[src/rtl/quantum_scheduler.sv]
// Round-robin time-slice scheduler: tracks valid program slots, dispatches
// them on kernel request and preempts the running program when its quantum
// expires.
module quantum_scheduler #(
    parameter int unsigned NPROG         = 8,
    parameter int unsigned QW            = 16,
    parameter int unsigned QUANTUM_RESET = 100
) (
    input  logic                       clock,
    input  logic                       reset,
    input  logic                       defquantum,
    input  logic [QW-1:0]              quantum_in,
    input  logic                       load_slot,
    input  logic [$clog2(NPROG)-1:0]   slot_in,
    input  logic                       changeProgram,
    input  logic                       nextProgram,
    input  logic                       endProgram,
    input  logic                       stop,
    input  logic                       preempt_ack,
    output logic                       running,
    output logic                       preempt,
    output logic [$clog2(NPROG)-1:0]   current_program,
    output logic [$clog2(NPROG)-1:0]   next_program,
    output logic                       no_program,
    output logic [QW-1:0]              quantum_left,
    output logic                       dispatch_err
);

    localparam int unsigned SW = $clog2(NPROG);

    typedef enum logic [1:0] {
        KERNEL  = 2'd0,
        USER    = 2'd1,
        PREEMPT = 2'd2
    } state_t;

    state_t          state;
    logic [NPROG-1:0] valid;
    logic [NPROG-1:0] valid_next;
    logic [QW-1:0]   quantum;
    logic            unlimited;
    logic [SW-1:0]   probe;
    logic            end_clear;

    // Empty-slot indicator straight from the valid vector.
    assign no_program = ~|valid;

    // A halted program frees its slot only while it actually owns the CPU.
    assign end_clear = endProgram && (state != KERNEL);

    // Round-robin candidate: nearest valid slot above current, current last.
    always_comb begin
        next_program = current_program;
        probe        = current_program;
        for (int i = int'(NPROG); i > 0; i--) begin
            probe = current_program + SW'(i);
            if (valid[probe]) begin
                next_program = probe;
            end
        end
    end

    // Slot bookkeeping: clear on halt, then a same-cycle load re-sets the slot.
    always_comb begin
        valid_next = valid;
        if (end_clear) begin
            valid_next[current_program] = 1'b0;
        end
        if (load_slot) begin
            valid_next[slot_in] = 1'b1;
        end
    end

    // Scheduler state machine with its registered outputs.
    always_ff @(posedge clock) begin
        if (reset) begin
            state           <= KERNEL;
            valid           <= '0;
            current_program <= '0;
            quantum         <= QW'(QUANTUM_RESET);
            quantum_left    <= '0;
            unlimited       <= 1'b0;
            running         <= 1'b0;
            preempt         <= 1'b0;
            dispatch_err    <= 1'b0;
        end else begin
            valid        <= valid_next;
            dispatch_err <= 1'b0;
            if (defquantum) begin
                quantum <= quantum_in;
            end
            case (state)
                KERNEL: begin
                    if (changeProgram) begin
                        if (valid[slot_in]) begin
                            state           <= USER;
                            running         <= 1'b1;
                            current_program <= slot_in;
                            quantum_left    <= quantum;
                            unlimited       <= (quantum == '0);
                        end else begin
                            dispatch_err <= 1'b1;
                        end
                    end else if (nextProgram) begin
                        if (!no_program) begin
                            state           <= USER;
                            running         <= 1'b1;
                            current_program <= next_program;
                            quantum_left    <= quantum;
                            unlimited       <= (quantum == '0);
                        end else begin
                            dispatch_err <= 1'b1;
                        end
                    end
                end
                USER: begin
                    if (endProgram) begin
                        state   <= KERNEL;
                        running <= 1'b0;
                    end else if (!unlimited && !stop) begin
                        quantum_left <= quantum_left - QW'(1);
                        if (quantum_left == QW'(1)) begin
                            state   <= PREEMPT;
                            running <= 1'b0;
                            preempt <= 1'b1;
                        end
                    end
                end
                PREEMPT: begin
                    if (endProgram || preempt_ack) begin
                        state   <= KERNEL;
                        preempt <= 1'b0;
                    end
                end
                default: begin
                    state   <= KERNEL;
                    running <= 1'b0;
                    preempt <= 1'b0;
                end
            endcase
        end
    end

endmodule

[config.mk]
export PLATFORM = sky130hd
export DESIGN_NAME = quantum_scheduler
export DESIGN_NICKNAME = d
export VERILOG_FILES = /design/src/rtl/quantum_scheduler.sv
export SDC_FILE = /design/constraint.sdc
export NUM_CORES = 1
export LEC_CHECK = 0
export ABC_CLOCK_PERIOD_IN_PS = 3800
export CAP_MARGIN = 10
export CORE_AREA = 2 2 99 72
export DETAILED_ROUTE_END_ITERATION = 10
export DIE_AREA = 0 0 101 74
export PLACE_DENSITY = 0.74
export REMOVE_ABC_BUFFERS = 1
export SLEW_MARGIN = 20
export SYNTH_ARGS = -nofsm -noshare
export SYNTH_HDL_FRONTEND = slang
export SYNTH_SLANG_ARGS = --single-unit
[constraint.sdc]
create_clock -name clock -period 3.8 [get_ports clock]
set_input_delay 0.57 -clock clock [delete_from_list [all_inputs] [get_ports clock]]
set_output_delay 0.57 -clock clock [all_outputs]
set_load 0.01 [all_outputs]
Word level (Yosys, flattened, before mapping)
Cells that the tools add are included.
{"block": "word_totals", "ram_bits": 0, "mem_count": 0, "mem_bits_ro": 0, "latchBits": 0, "output_inout_bits": 26, "inputBits": 28, "reg_bits": 49, "wordCells": 137}
{"block": "op_classes", "add_sub_neg": 8, "n_lt_le_gt_ge": 11, "bitwise_logic": 5, "n_shift": 0, "multipliers": 0, "n_eq_ne": 13, "muxes": 70, "reduce_logical": 21, "div": 0}
{"operator": "2-to-1 mux 16 bit", "count": 6}
{"operator": "< comparator 3 x 4 -> 1 bit (second input constant)", "count": 9}
{"operator": "2-to-1 mux 3 bit", "count": 11}
{"operator": "case mux 16 bit (2 select lines)", "count": 1}
{"operator": "2-to-1 mux 1 bit", "count": 29}
{"operator": "binary-select mux 1 bit (select 3 bit)", "count": 8}
{"operator": "AND reduction 6 bit", "count": 3}
{"operator": "== test 16 x 1 -> 1 bit (second input constant)", "count": 1}
{"operator": "zero test 16 bit", "count": 1}
{"operator": "2-to-1 mux 2 bit", "count": 8}
{"operator": "2-to-1 mux 8 bit", "count": 2}
{"operator": "subtractor 16 x 1 -> 16 bit (second input constant)", "count": 1}
{"operator": "inequality test 3 bit (second input constant)", "count": 5}
{"operator": "adder 3 bit (second input constant)", "count": 4}
{"operator": "AND 8 bit", "count": 1}
{"operator": "inequality test 2 bit (second input constant)", "count": 4}
{"operator": "NOT 8 bit", "count": 1}
{"operator": "bitwise OR 8 bit", "count": 1}
{"operator": "nonzero test 2 bit", "count": 4}
{"operator": "OR reduction 8 bit", "count": 1}
{"operator": "adder 3 x 2 -> 3 bit (second input constant)", "count": 2}
{"operator": "demux 1 bit (select 3 bit)", "count": 2}
{"operator": "greater-or-equal comparator 3 x 1 -> 1 bit (second input constant)", "count": 2}
{"operator": "case mux 1 bit (3 select lines)", "count": 2}
{"operator": "other kinds (13)", "count": 19}

Logic depth before layout (Yosys ltp)
{"block": "logic_depth", "word_depth": 13, "ltp_mapped": 12, "ltp_nobuf": 9}

Least setup slack after synthesis
Ideal clock, no wire load.
{"block": "synth_path", "path_kind": "flip-flop to output port", "startpoint": "register current_program[0]", "endpoint": "output port next_program[1]", "stages_incl_launch_ff": 12, "t_arrival_ns": 2.852, "path_slack_ns": 0.378, "cell_sequence": "dfxtp_1 -> buf_6 -> buf_2 -> inv_1 -> ha_1 -> buf_4 -> mux4_2 -> mux2_2 -> a21o_1 -> a211o_1 -> a31o_1 -> o211ai_2"}
{"block": "synth_via", "elab_chain_cells": 10}
{"element": "start, declared", "line": "22", "rtl": "output logic [$clog2(NPROG)-1:0] current_program,"}
{"element": "start signal, assigned", "line": "98", "rtl": "current_program <= slot_in;"}
{"element": "start signal, assigned", "line": "108", "rtl": "current_program <= next_program;"}
{"element": "adder 3 bit", "line": "56", "rtl": "probe = current_program + SW'(i);"}
{"element": "binary-select mux 1 bit (select 3 bit)", "line": "57", "rtl": "if (valid[probe]) begin"}
{"element": "2-to-1 mux 1 bit (implied by the code)", "line": "57"}
{"element": "2-to-1 mux 3 bit (6 in a row)", "line": "57"}
{"element": "2-to-1 mux 3 bit *", "line": "57"}
{"element": "end, declared", "line": "23", "rtl": "output logic [$clog2(NPROG)-1:0] next_program,"}
Mark *: on every way between the ends. The rest lies on a longest branch, timed or not. The select of a mux whose other input is x is not followed.

Worst setup path in the final report
{"block": "layout_path", "startpoint": "register current_program[0]", "endpoint": "output port next_program[2]"}
The elaborated chain is that of the path after synthesis.

==> key figures <==
Run status
  – Status: completed

Global route
  – Overall global routing resource usage: 23.8%
  – Total global routing overflow: 0
  – Initial antenna violation count: 0
  – Vias in the first global route: 2813
  – Largest net degree at the start of global routing: 52
  – Global-route wire length before repair: 14200 um

Worst setup path
  – CP top delay family: buffers and inverters
  – Crit-path max cell delay: 0.55 ns
  – Setup crit end kind: output pin
  – Slowest library cell on the worst path: mux4_2
  – Number of buffers and inverters on the critical path: 3
  – Worst reg2reg path startpoint: current_program[0]$_SDFFE_PP0P_
  – Setup CP Type: reg2out
  – Worst setup path startpoint: current_program[0]$_SDFFE_PP0P_
  – Startpoint types: flop
  – CP Max Fanout: 6
  – Critical Path AT: 3.10 ns
  – WP data required: 3.23 ns
  – Crit-path cells: inv_1 > ha_1 > buf_4 > mux4_2 > a22oi_2 > nand3_1 > o21ai_1 > a31oi_1 > nor2_1 > clkdlybuf4s50_1

Final layout
  – ANT cells: 0
  – Area growth syn-to-layout: 20.6%
  – Layout Nets: 453
  – Share of cells above drive strength 1: 8.85%
  – Fin cells: 499

Synthesis
  – Ranking of synthesized cells by area: dfxtp_1 31%, mux4_2 6.4%, nor2_1 6.0%
  – Leading area contributor after synthesis: dfxtp_1
  – Flops & latches, synth: 49
  – Syn Inst Count: 375
  – Post-synth cell types: 50
  – Area share of the largest cell type after synthesis: 31.0%
  – Syn. warnings: 0
  – Sequential share of the synthesized area: 31.0%
  – Synth Cell Area: 3170 um2
  – EDFF count, synth: 0
  – Post-synthesis area per instance: 8.45 um2
  – Main synth FF type: dfxtp_1
  – Ys async rst share: 0%

Die
  – Initial core utilization: 48.2%
  – Full die area: 7470 um2
  – Core Region: 6570 um2
  – # rows: 25
  – I/O pin total: 54
  – Die H: 74 um
  – Die width: 101 um

Clock tree
  – Max clock buf depth: 2
  – CTS tree: built
  – Root Buffer: clkbuf_8
  – Skew-Pair Late Insertion Delay: 0.29 ns
  – CTS buffer count: 5
  – CTS clk-pin slew, worst paths: 0.09 ns
  – TritonCTS Sinks: 49
  – H-Tree Depth: 2

Routing
  – Via density: 6.13
  – Avg WL per Cell: 17.4 um
  – 1st-pass router iterations: 5
  – Iteration-0 DRC count of the detailed router: 262
  – Vias post-DR: 3058
  – Drt drc: 0
  – Routed WL: 8660 um
  – Antenna Nets Post-Route: 0

Place
  – Hpwl dp: 6140 um
  – Placed Cells incl. Taps: 491
  – Port Buffers: 53
  – Gpl congestion: 0.927

STA
  – Final Max Slew Viols: 0
  – Final worst path period need: 3.67 ns
  – Fmax: 0.272 GHz
  – Slew @ Worst Pin: 1.02 ns
  – # setup viols final: 0
  – Final Hold Viols: 0
  – Post-Route Skew: 0.00909 ns
  – Final setup TNS: 0 ns
  – Final period util: 96.6%
  – Slew Limit Headroom: 31.5%
  – Hold Slack: 0.522 ns

Pwr
  – Design Power: 1.55 mW
  – Leakage: 1.43 nW
  – Peak supply drop: 0.179 mV
  – Power Density: 406 nW/um2

Worst hold path
  – Worst hold-check path type: reg2reg
  – Hold path start: running$_SDFFE_PP0P_

Run
  – Max cap viols: 0
==> layer usage <==
layer | up-vias | routed length, um | part of all wire (%) | GRT usage (%)
met1 | 1431 | 4150 | 48 | 35.7
met4 | 0 | 70 | 0.81 | 5.41
met2 | 153 | 3670 | 42 | 35.0
li1 | 1466 | - | - | -
met5 | - | 0 | 0 | 0
met3 | 8 | 766 | 8.8 | 5.26
==> metrics by stage <==
stage / utilization (%) / setup WS, ns / instance area [um2]
3_5_place_dp: 56.8 / 0.252 / 3730
5_1_grt: 58.2 / -0.0270 / 3820
6_report: 58.2 / 0.130 / 3820
2_1_floorplan: - / 0.184 / 3050
3_3_place_gp: 56.8 / 0.345 / 3730
4_1_cts: 58.0 / 0.144 / 3810
==> what timing repair did <==
action	4_1_cts	5_1_grt
hold buffers	0	0
setup endpoints to repair	2	1
buffers inserted	0	0
resized for setup	3	2
==> cell families (layout without fill, tap and decap cells) <==
kind of cell,count (synthesis),after routing,synth area share (%)
xor gates and xnor gates,3,3,0.829
DFF,49,49,31.0
muxes,40,40,18.7
adders and majority gates,8,8,3.16
AOI/OAI and AO/OA,94,94,20.1
buffers and inverters,40,83,5.53
and+or+nand+nor,141,141,20.7
==> synth_stat cells, drive strengths merged, types with 9 or more instances <==
master and n:
a211oi 9, a21oi 18, a22oi 12, buf 9, clkbuf 17, dfxtp 49, inv 14, mux2i 19
mux4 13, nand2 34, nor2 51, nor2b 9, nor3 12, o21ai 24
==> worst reg2reg max path: cells and delay by family (launching register included) <==
kind                       cells  cell delay, ns
DFF                            1            0.33
muxes                          1            0.55
AOI/OAI and AO/OA              4            0.81
and+or+nand+nor                2            0.47
buffers and inverters          2            0.25
adders and majority gates      1            0.33
==> worst paths after layout <==
path / slack, ns / depth (start not counted) / endpoint
setup reg to reg: 0.94 / 10 / current_program[2]$_SDFFE_PP0P_
setup / recovery: 0.13 / 10 / next_program[2]
hold reg to reg: 0.52 / 2 / running$_SDFFE_PP0P_
hold / removal: 0.52 / 2 / running$_SDFFE_PP0P_
==> cell usage in the layout (no fill, tap or decap), drive strengths merged, types with 2 or more instances in the layout <==
cell / n
buf: 9
nor4: 8
nor4b: 2
nand3: 8
clkbuf: 8
and2: 2
a22o: 2
nand4: 3
mux4: 13
inv: 14
nor2b: 9
dlygate4sd2: 2
ha: 8
xnor2: 2
o31ai: 2
a221oi: 6
a21oi: 18
mux2: 8
nor2: 51
mux2i: 19
o22ai: 3
a211o: 4
or3: 3
a21o: 2
a22oi: 12
nand2: 34
a31oi: 2
nand2b: 3
o21ai: 24
or4: 3
nor3: 12
dfxtp: 49
clkdlybuf4s50: 50
a211oi: 9
a32oi: 5
==> final cells by class <==
class                   instances  area (um2)
inverters                      14        52.6
well taps                      81         101
clock buffers                   8        80.1
flip-flops and latches         49         981
multi-input cells             286        2020
repair buffers                 61         583
fillers                       612        2750
==> power by group <==
part,switching [mW],total (mW),internal [mW]
logic,0.346,0.645,0.299
clock network,0.164,0.295,0.131
registers,0.0537,0.611,0.557
total,0.564,1.55,0.987
==> state kept, by name, indices dropped and copies added (netlist names) <==
| name | count |
|---|---|
| preempt | 1 |
| quantum | 16 |
| valid | 8 |
| dispatch_err | 1 |
| running | 1 |
| state | 2 |
| current_program | 3 |
| quantum_left | 16 |
| unlimited | 1 |
No activity file was read; power rests on OpenSTA's default activity.
